`src/rtl/regfile_wb_scheduler.sv`:
```
// Round-robin writeback arbiter for a single register-file write port, with a registered
// output stage and a pending-write (busy) scoreboard used by issue logic for RAW stalls.
module regfile_wb_scheduler #(
  parameter int unsigned XLEN = 32,
  parameter int unsigned NREQ = 3
) (
  input  logic                 clk,
  input  logic                 rst,
  input  logic [NREQ-1:0]      i_req_valid,
  output logic [NREQ-1:0]      o_req_ready,
  input  logic [NREQ*5-1:0]    i_req_addr,
  input  logic [NREQ*XLEN-1:0] i_req_data,
  input  logic                 i_issue_valid,
  input  logic [4:0]           i_issue_rd,
  input  logic [4:0]           i_rs1_addr,
  input  logic [4:0]           i_rs2_addr,
  output logic                 o_rs1_busy,
  output logic                 o_rs2_busy,
  output logic [31:0]          o_busy_map,
  output logic                 o_rd_wvalid,
  output logic [4:0]           o_rd_waddr,
  output logic [XLEN-1:0]      o_rd_wdata
);

  localparam int unsigned PtrW = $clog2(NREQ);

  logic [PtrW-1:0] ptr_q, ptr_d;
  logic [PtrW:0]   arb_sum;
  logic [NREQ-1:0] grant;
  logic [PtrW-1:0] grant_idx;
  logic            grant_any;
  logic            transfer;
  logic [4:0]      sel_addr;
  logic [XLEN-1:0] sel_data;
  logic            load_wb;

  logic            wvalid_q;
  logic [4:0]      waddr_q;
  logic [XLEN-1:0] wdata_q;
  logic [31:0]     busy_q, busy_d;

  logic [4:0]      req_addr_a [NREQ];
  logic [XLEN-1:0] req_data_a [NREQ];

  for (genvar g = 0; g < NREQ; g++) begin : g_unpack
    assign req_addr_a[g] = i_req_addr[5*g +: 5];
    assign req_data_a[g] = i_req_data[XLEN*g +: XLEN];
  end

  // First valid requester at or after the pointer, wrapping modulo NREQ.
  always_comb begin
    grant     = '0;
    grant_idx = '0;
    grant_any = 1'b0;
    arb_sum   = '0;
    for (int unsigned k = 0; k < NREQ; k++) begin
      arb_sum = {1'b0, ptr_q} + (PtrW+1)'(k);
      if (arb_sum >= (PtrW+1)'(NREQ)) begin
        arb_sum = arb_sum - (PtrW+1)'(NREQ);
      end
      if (!grant_any && i_req_valid[arb_sum[PtrW-1:0]]) begin
        grant[arb_sum[PtrW-1:0]] = 1'b1;
        grant_idx                = arb_sum[PtrW-1:0];
        grant_any                = 1'b1;
      end
    end
  end

  assign o_req_ready = rst ? '0 : grant;
  assign transfer    = grant_any & ~rst;
  assign sel_addr    = req_addr_a[grant_idx];
  assign sel_data    = req_data_a[grant_idx];
  // x0 writes complete the handshake but never reach the write port.
  assign load_wb     = transfer && (sel_addr != 5'd0);

  always_comb begin
    ptr_d = ptr_q;
    if (transfer) begin
      ptr_d = (grant_idx == PtrW'(NREQ-1)) ? '0 : grant_idx + 1'b1;
    end
  end

  always_ff @(posedge clk or posedge rst) begin
    if (rst) begin
      ptr_q    <= '0;
      wvalid_q <= 1'b0;
      waddr_q  <= '0;
      wdata_q  <= '0;
    end else begin
      ptr_q    <= ptr_d;
      wvalid_q <= load_wb;
      if (load_wb) begin
        waddr_q <= sel_addr;
        wdata_q <= sel_data;
      end
    end
  end

  // Clear on commit, then set on issue so a same-edge issue to that register wins.
  always_comb begin
    busy_d = busy_q;
    if (wvalid_q) begin
      busy_d[waddr_q] = 1'b0;
    end
    if (i_issue_valid && (i_issue_rd != 5'd0)) begin
      busy_d[i_issue_rd] = 1'b1;
    end
    busy_d[0] = 1'b0;
  end

  always_ff @(posedge clk or posedge rst) begin
    if (rst) begin
      busy_q <= '0;
    end else begin
      busy_q <= busy_d;
    end
  end

  assign o_busy_map  = busy_q;
  assign o_rs1_busy  = busy_q[i_rs1_addr];
  assign o_rs2_busy  = busy_q[i_rs2_addr];
  assign o_rd_wvalid = wvalid_q;
  assign o_rd_waddr  = waddr_q;
  assign o_rd_wdata  = wdata_q;

endmodule

```
`config.mk`:
```
export PLATFORM = sky130hd
export DESIGN_NAME = regfile_wb_scheduler
export DESIGN_NICKNAME = d
export VERILOG_FILES = /design/src/rtl/regfile_wb_scheduler.sv
export SDC_FILE = /design/constraint.sdc
export NUM_CORES = 1
export LEC_CHECK = 0
export CAP_MARGIN = 25
export CORE_MARGIN = 2
export CORE_UTILIZATION = 46
export CTS_CLUSTER_SIZE = 28
export DETAILED_ROUTE_END_ITERATION = 8
export PLACE_DENSITY = 0.87
export SYNTH_ARGS = -nofsm -noshare
export SYNTH_HDL_FRONTEND = slang
export SYNTH_SLANG_ARGS = --single-unit
```
`constraint.sdc`:
```
create_clock -name clk -period 9.9 [get_ports clk]
set_input_delay 2.475 -clock clk [delete_from_list [all_inputs] [get_ports clk]]
set_output_delay 2.475 -clock clk [all_outputs]
set_load 0.005 [all_outputs]
```
==> results of run 1 <==
per-layer routing:
layer	vias up	global-route usage, %
met4	0	8.78
met2	278	46.8
li1	1994	-
met5	-	0
met3	32	5.51
met1	2086	31.9
sequential cells by signal, indices dropped and copies added (netlist names):
| signal | flops |
|---|---|
| o_rd_waddr | 5 |
| o_rd_wdata | 32 |
| o_rd_wvalid | 1 |
| o_busy_map | 31 |
| ptr_q | 2 |
per-stage QoR:
stage / instance area [um^2] / util, % / power (mW) / hold slack, ns
after global routing: 6900 / 70.9 / 2.23 / 0.531
after floorplan: 4590 / - / 1.35 / 0.483
after detailed placement: 6710 / 68.9 / 1.87 / 0.493
final: 6900 / 70.9 / 2.09 / 0.500
after CTS: 6900 / 70.9 / 2.10 / 0.509
after global placement: 6710 / 68.9 / 1.82 / 0.470
cell usage in the layout, fill, tap and decap left out, types with 12 or more instances in the layout:
cell type	synthesis	final
a21oi_1	39	39
clkdlybuf4s50_1	0	205
dfrtp_1	71	71
mux2_4	31	31
mux2i_1	41	40
mux4_2	18	18
nand2_1	15	15
nand3b_1	12	12
nor2_1	45	45
o21ai_0	67	67
kinds of logic (layout without fill, tap and decap cells):
group / count (synthesis) / count (layout) / synth area share, %
muxes: 98 / 98 / 29.9
adders and majority gates: 4 / 4 / 1.09
DFF: 71 / 71 / 38.7
buffers and inverters: 33 / 230 / 3.68
AOI/OAI and AO/OA: 127 / 127 / 15.7
other: 1 / 1 / 0.0816
and+or+nand+nor: 100 / 100 / 10.9
layout make-up:
type	instances	area [um^2]
tap	133	166
inverter	6	22.5
clock inverter	6	61.3
clock buffer	10	128
timing repair buffer	208	2070
sequential	71	1780
multi-input combinational	330	2670
fill	713	2830
cells in the mapped netlist, types with 5 or more instances:
library cell and n:
o21ai_0 67, a22o_1 5, nor2_1 45, clkbuf_1 16, nand3b_1 12, mux2i_1 41, a21oi_1 39, mux4_2 18
nand3_1 7, or3b_2 5, mux2_4 31, nand2_1 15, dfrtp_1 71
final timing paths:
path	start	to	slack, ns	cells after the start
setup / recovery	i_rs1_addr[1]	o_rs1_busy	2.39	7
hold / removal	o_rd_wdata[31]$_DFFE_PP0P_	o_rd_wdata[31]$_DFFE_PP0P_	0.50	1
setup reg to reg	ptr_q[0]$_DFFE_PP0P_	o_rd_wdata[30]$_DFFE_PP0P_	5.87	11
hold reg to reg	o_rd_wdata[31]$_DFFE_PP0P_	o_rd_wdata[31]$_DFFE_PP0P_	0.50	1
max in group asynchronous	rst	o_busy_map[18]$_DFF_PP0_	6.47	3
min in group asynchronous	rst	o_rd_wdata[24]$_DFFE_PP0P_	2.84	3
power by group through the flow:
stage	logic, mW	registers [mW]	clock network (mW)
after floorplan	0.815	0.538	0
after global placement	1.25	0.575	0
after detailed placement	1.29	0.581	0
after CTS	1.29	0.580	0.229
after global routing	1.39	0.601	0.242
final	1.28	0.585	0.225
==> metrics.txt, run 1 <==
Global Route Usage Sum roughly a quarter; Critical Path RT ~7.4 ns; Gate power share 61.3%; dpl ws approximately 2.4 ns; die area between 0.01 and 0.015 mm^2; vias in the first global route 4381; Arr. time, crit path about 5.0 ns; max layer used met4; fin nets roughly 760; Psw 0.793 mW; # rows 36; Post-synth top flop dfrtp_1; number of flops mapped to enable cells by yosys 0; average vias per placed instance 5.75; largest net degree at the start of global routing between 70 and 80; Worst path slowest cell clkdlybuf4s50_1; static leakage 2.85 nW; initial core utilization a little under half; # resized after CTS 0; Least-Margin Pin Slew around 0.96 ns; CTS Root Cell clkbuf_8; Met3 Wirelength approximately 1300 um; synth warn 0; HP Class flop to flop; Pwr Density roughly 300 mW/mm^2; Syn Nets 570; Cells after Synth 434; mean post-synth cell area between 10 and 15 um^2; vias post-DR approximately 4400; postcts setup bufs 0; # Max-Cap Violations 0; RSZ-0062 raised after global routing false; Worst Path Buf+Inv 2; hold_buf cts 0; CTS tree built; Yosys top cell area share approximately two fifths; Ant. Diodes 0; cell-internal power 1.30 mW; status complete, no violations; fmax 133 MHz; H-Tree Level Count 3; Max clock buf depth 2; Worst Setup Start Kind input pin; number of DRC markers in iteration 0 ~230; Synth Register Bits just over 70; endpoint class of the critical path output port; Die Ht 104 um; sequential share of the synthesized area a little under 40%; first-pass GRT wire length between 20000 and 25000 um; CP Class input pin to output port; routability cong. just over 0.9; total clock sinks 71; port buffer count ~210; ys async rst share between 90% and 100%; setup tns final 0 ns; Die X between 100 and 150 um; initial antenna violation count 0; Worst-path clk slew about 0.070 ns; core box area between 0.009 and 0.01 mm^2; CTS Buf Count 9; crit-path cells clkdlybuf4s50_1 -> mux2_2 -> nand2_1 -> o21ai_0 -> mux4_2 -> mux2_2 -> clkdlybuf4s50_1; Ports slightly above 200; final period utilization around 76%; crit-path max FO 9; Yosys cell types 45; global route overflow 0; setup ws final between 2 and 2.5 ns; Final ANT Viol Nets 0; VDD IR-drop max approximately 160 uV; Layout Skew 0.00771 ns; Synth area leaders dfrtp_1, mux2_4, mux2i_1, mux4_2, o21ai_0; critical path's top delay family buffers and inverters; final setup fails 0; Slew Limit Fails 0; Mapped Area roughly 0.0046 mm^2; Routed wire per std cell between 15 and 20 um; Slew headroom 35.7%; final wirelength between 10000 and 15000 um; # DRC 0; Met1 Wirelength ~5300 um; proportion of layout cells with a drive suffix above 1 a little over an eighth; Fin. Hold Viols 0; routed wl met2 between 7000 and 8000 um; clock share of power 10.8%; Syn-to-layout area delta 50.1%; Placed Instances between 700 and 800; area leader, netlist dfrtp_1; Reg power frac roughly 28%; peak per-stage delay on the critical path 0.77 ns; Non-Filler Instances ~760; fin crit period approximately 7.5 ns; fraction of power spent switching nets a little under two fifths; DRT Pass-1 Iters 5; worst-skew pair later-pin latency roughly 0.34 ns; DP Wirelength ~11000 um
Note: power is estimated with default switching activity, not from simulation.
==> run 2: changes to the inputs <==
Settings changed: CORE_UTILIZATION 46 to 43, PLACE_DENSITY 0.87 to 0.82.
Clock period 9.9 ns to 7.3 ns, I/O delays scaled along.
==> run 2 against run 1 <==
Count of clock-buffer cells in the layout grew 1; first-iteration DRC count up 9.3%; sequential share of layout area decreased by 0.098 points; combinational power grew 37%; sequential cell count unchanged; clock power grew 51%; sequential power up 35%; clock skew rose by 0.0028 ns; via count shrank 0.18%; worst setup slack worse by 1.3 ns; critical path depth shrank 2; critical path type unchanged.
==> metrics.txt, run 2 (synthesis gave the netlist of run 1 again) <==
status complete, no violations; Die Ht 107 um (+3.3%); Slew Limit Fails 0 (unchanged); setup tns final 0 ns (unchanged); endpoint class of the critical path output port; # rows 37 (+2.8%); hold depth 1 (unchanged); first-pass GRT wire length 22600 um (-0.88%); global route overflow 0 (unchanged); Fin. Hold Viols 0 (unchanged); most frequent cells in the layout clkdlybuf4s50_1, dfrtp_1, o21ai_0; Ports 207 (unchanged); CTS tree built; Layout Skew 0.0105 ns (+0.00281 ns); # Max-Cap Violations 0 (unchanged); Reg2Reg Depth 10 (-1); initial core utilization 44.3% (-2.9 points); CTS Root Cell clkbuf_8; Syn-to-layout area delta 50.7%; port buffer count 205 (unchanged); Die X 107 um (+3.3%); largest net degree at the start of global routing 72 (-8.9%); CTS Buf Count 9 (unchanged); proportion of layout cells with a drive suffix above 1 13.2% (-0.14 points); vias post-DR 4382 (-0.18%); DP Wirelength 11200 um (+1.1%); worst-skew pair later-pin latency 0.34 ns (about the same); Arr. time, crit path 4.40 ns (-0.63 ns); # DRC 0 (unchanged); Largest register FFs 32 (unchanged); crit-path max FO 9 (unchanged); die area 0.0115 mm^2 (+6.7%); CP Class input pin to output port; Routed wire per std cell 18.6 um (about the same); static leakage 2.86 nW (+0.46%); DRT Pass-1 Iters 5 (unchanged); Final ANT Viol Nets 0 (unchanged); Reg-to-Reg End o_rd_wdata[30]$_DFFE_PP0P_; final wirelength 14300 um (+0.19%); final setup fails 0 (unchanged); Max clock buf depth 2 (unchanged); Worst Setup Start Kind input pin; H-Tree Level Count 3 (unchanged); routability cong. 0.946 (+3.6%); average vias per placed instance 5.72 (-0.44%); Critical Path RT 5.48 ns (-1.95 ns); fin nets 762 (unchanged); core box area 0.0104 mm^2 (+6.6%); initial antenna violation count 0 (unchanged); Slew headroom 35.7% (about the same); fmax about 160 MHz; fin crit period a little over 6 ns; VDD IR-drop max 206 uV (+33%); WHS Endpoint o_rd_wdata[31]$_DFFE_PP0P_; Reg-to-Reg Start ptr_q[0]$_DFFE_PP0P_; vias in the first global route 4636 (+5.8%); RSZ-0062 raised after global routing false; Ant. Diodes 0 (unchanged); # resized after CTS 0 (unchanged); final period utilization 85.2%; FF-to-FF setup slack 3.35 ns (-2.52 ns); Worst-path clk slew 0.07 ns (about the same); Core Util, Final 66.7% (-4.1 points); Global Route Usage Sum 25.2% (-1.2 points); total clock sinks 71 (unchanged); postcts setup bufs 0 (unchanged); Least-Margin Pin Slew 0.963 ns (+0.00000334 ns); number of DRC markers in iteration 0 248 (+9.3%); commonest non-fill, non-tap cell in the layout clkdlybuf4s50_1; Worst Min Path Start o_rd_wdata[31]$_DFFE_PP0P_; HP Class flop to flop; hold_buf cts 0 (unchanged); Pwr Density 416 mW/mm^2 (+37%)
## run 2: cell types whose count changed in the layout (fill, tap and decap cells not counted)
cell        delta
bufinv_16      +1
clkbuf_8       +1
clkinv_2       -1
clkinv_4       -1
clkinvlp_4     -1
## run 2: routing by layer
layer	vias to the layer above	global-route usage (%)	share of wire, %
met3	46	5.75	9.2
met5	-	0	0
met1	2086	29.0	37
met2	258	44.0	50
li1	1992	-	-
met4	0	12.3	3.4
## run 2: area by class of cell
cell class / instances / area [um^2]
well taps: 136 / 170
multi-input cells: 330 / 2670
flip-flops and latches: 71 / 1780
clock buffers: 11 / 141
clock inverters: 4 / 70.1
inverters: 6 / 22.5
fillers: 826 / 3450
repair buffers: 208 / 2070
## run 2: worst max path at each step
stage / from / to / slack [ns]
2_1_floorplan: i_rs1_addr[1] / o_rs1_busy / 2.00
3_3_place_gp: i_rs2_addr[1] / o_rs2_busy / 1.13
3_5_place_dp: i_rs2_addr[1] / o_rs2_busy / 1.07
4_1_cts: i_rs2_addr[1] / o_rs2_busy / 1.07
5_1_grt: i_rs2_addr[1] / o_rs2_busy / 0.98
6_report: i_rs1_addr[1] / o_rs1_busy / 1.08
## run 2: stage by stage
step	power, mW	worst slack, ns	hold slack, ns	area (um^2)	instances
floorplan	1.84	2.00	0.483	4590	434
global placement	2.47	1.13	0.469	6710	751
detailed placement	2.55	1.07	0.483	6710	751
CTS	2.89	1.07	0.501	6920	766
global route	3.07	0.981	0.532	6920	766
finish	2.88	1.08	0.496	6920	766
## run 2: worst max-delay path, stage by stage
cell and delay [ns]:
clkdlybuf4s50_1 0.81, mux4_2 0.58, mux4_2 0.48, mux2_2 0.27, clkdlybuf4s50_1 0.44
## run 2: power by group
| part | total [mW] | internal (mW) | switching (mW) |
|---|---|---|---|
| clock | 0.339 | 0.199 | 0.140 |
| sequential | 0.787 | 0.591 | 0.196 |
| combinational | 1.75 | 1.02 | 0.736 |
| total | 2.88 | 1.81 | 1.07 |
==> run 3: changes to the inputs <==
Settings changed: CORE_MARGIN 2 to 3.
==> run 3 against run 2 <==
Clock skew about the same; sequential share of layout area fell by 0.11 points; power grew 1.1%.
==> metrics.txt, run 3 (synthesis gave the netlist of run 1 again) <==
status complete, no violations; fmax 160 MHz (-0.25%); Largest register FFs 32 (unchanged); Global Route Usage Sum 24.5% (-0.66 points); # rows 37 (unchanged); crit-path cells clkdlybuf4s50_1 -> mux4_2 -> mux4_2 -> mux2_2 -> clkdlybuf4s50_1; peak per-stage delay on the critical path 0.80 ns (about the same); crit-path max FO 9 (unchanged); CTS Root Cell clkbuf_8; Layout Skew 0.0102 ns (-0.000299 ns); Placed Instances 751 (unchanged); vias in the first global route 4501 (-2.9%); Least-Margin Pin Slew 0.972 ns (+0.00880 ns); routability cong. 0.921 (-2.6%); Final Cell Area 0.00695 mm^2 (+0.43%); HP Class flop to flop; setup tns final 0 ns (unchanged); Worst Path Buf+Inv 2 (unchanged); commonest non-fill, non-tap cell in the layout clkdlybuf4s50_1; vias post-DR 4378 (-0.091%); postcts setup bufs 0 (unchanged); Slew headroom 35.1% (-0.59 points); final period utilization 85.4% (+0.22 points); # resized after CTS 0 (unchanged); core box area 0.0104 mm^2 (unchanged); number of DRC markers in iteration 0 290 (+17%); total clock sinks 71 (unchanged); # Max-Cap Violations 0 (unchanged); most frequent cells in the layout clkdlybuf4s50_1, dfrtp_1, o21ai_0; fin nets 762 (unchanged); worst-skew pair later-pin latency 0.35 ns (about the same); Pwr Density 418 mW/mm^2 (+0.62%); hold_buf cts 0 (unchanged); Worst path slowest cell clkdlybuf4s50_1; placed cell area 0.00671 mm^2 (unchanged); Die X 109 um (+1.9%); Worst Setup Start Kind input pin; Non-Filler Instances 767 (+0.13%); H-Tree Level Count 3 (unchanged); CTS tree built; Ports 207 (unchanged); largest net degree at the start of global routing 72 (unchanged); Arr. time, crit path 4.41 ns (about the same); Max clock buf depth 2 (unchanged); initial core utilization 44.3% (unchanged); Worst-path clk slew 0.07 ns (about the same); Routed wire per std cell 18.9 um (+1.5%); VDD IR-drop max 187 uV (-9.4%); Ant. Diodes 0 (unchanged); Critical Path RT 5.48 ns (about the same); Slew Limit Fails 0 (unchanged); average vias per placed instance 5.71 (-0.22%); proportion of layout cells with a drive suffix above 1 13.5% (+0.30 points); fin crit period 6.24 ns (+0.0158 ns); # DRC 0 (unchanged); DRT Pass-1 Iters 5 (unchanged); Syn-to-layout area delta 51.3%; Final ANT Viol Nets 0 (unchanged); RSZ-0062 raised after global routing false; Die Ht 109 um (+1.9%); initial antenna violation count 1 (+1); CP Class input pin to output port; final wirelength 14500 um (+1.7%); global route overflow 0 (unchanged); Core Util, Final 67.0% (+0.29 points); first-pass GRT wire length 22700 um (+0.79%); critical path's top delay family multiplexers; DP Wirelength 11200 um (+0.43%); final setup fails 0 (unchanged); endpoint class of the critical path output port; worst hold slack 0.491 ns (-0.00574 ns); Fin. Hold Viols 0 (unchanged); port buffer count 205 (unchanged); static leakage 2.87 nW (+0.34%); die area 0.0120 mm^2 (+3.8%); CTS Buf Count 9 (unchanged)
## run 3: cell types whose count changed in the layout (fill, tap and decap cells not counted), sizes merged
cell | before | now
clkbuf | 11 | 12
clkinvlp | 0 | 1
clkinv | 2 | 1
## run 3: through the flow
stage,power [mW],setup WS (ns)
after CTS,2.91,1.05
after global routing,3.10,0.974
after global placement,2.48,1.14
after floorplan,1.84,2.00
final,2.91,1.06
after detailed placement,2.54,1.05
## run 3: area by class of cell
| type | instances | area [um^2] |
|---|---|---|
| Fill cell | 802 | 3420 |
| Multi-Input combinational cell | 330 | 2670 |
| Sequential cell | 71 | 1780 |
| Tap cell | 136 | 170 |
| Clock buffer | 12 | 165 |
| Inverter | 6 | 22.5 |
| Clock inverter | 4 | 76.3 |
| Timing Repair Buffer | 208 | 2070 |
## run 3: worst paths after layout
path / depth (start not counted) / startpoint / end / slack, ns
worst min register to register: 1 / o_rd_wdata[31]$_DFFE_PP0P_ / o_rd_wdata[31]$_DFFE_PP0P_ / 0.49
max in group asynchronous: 3 / rst / o_busy_map[18]$_DFF_PP0_ / 4.54
worst max register to register: 10 / ptr_q[0]$_DFFE_PP0P_ / o_rd_wdata[29]$_DFFE_PP0P_ / 3.30
worst min-delay path: 1 / o_rd_wdata[31]$_DFFE_PP0P_ / o_rd_wdata[31]$_DFFE_PP0P_ / 0.49
worst max-delay path: 5 / i_rs2_addr[1] / o_rs2_busy / 1.06
min in group asynchronous: 3 / rst / o_rd_wdata[21]$_DFFE_PP0P_ / 2.17
## run 3: routing by layer
metal / GRT usage (%) / vias up / wire, um / part of all wire [%]
met5: 0 / - / 11 / 0.076
met4: 9.97 / 2 / 378 / 2.6
met3: 6.11 / 34 / 1360 / 9.4
met2: 42.2 / 249 / 7380 / 51
met1: 29.3 / 2097 / 5360 / 37
li1: - / 1996 / - / -
## run 3: power breakdown
| group | leakage, nW | switching (mW) | total (mW) | internal (mW) |
|---|---|---|---|---|
| logic | 1.96 | 0.731 | 1.75 | 1.02 |
| clock network | 0.119 | 0.148 | 0.369 | 0.221 |
| registers | 0.794 | 0.201 | 0.792 | 0.591 |
| total | 2.87 | 1.08 | 2.91 | 1.83 |
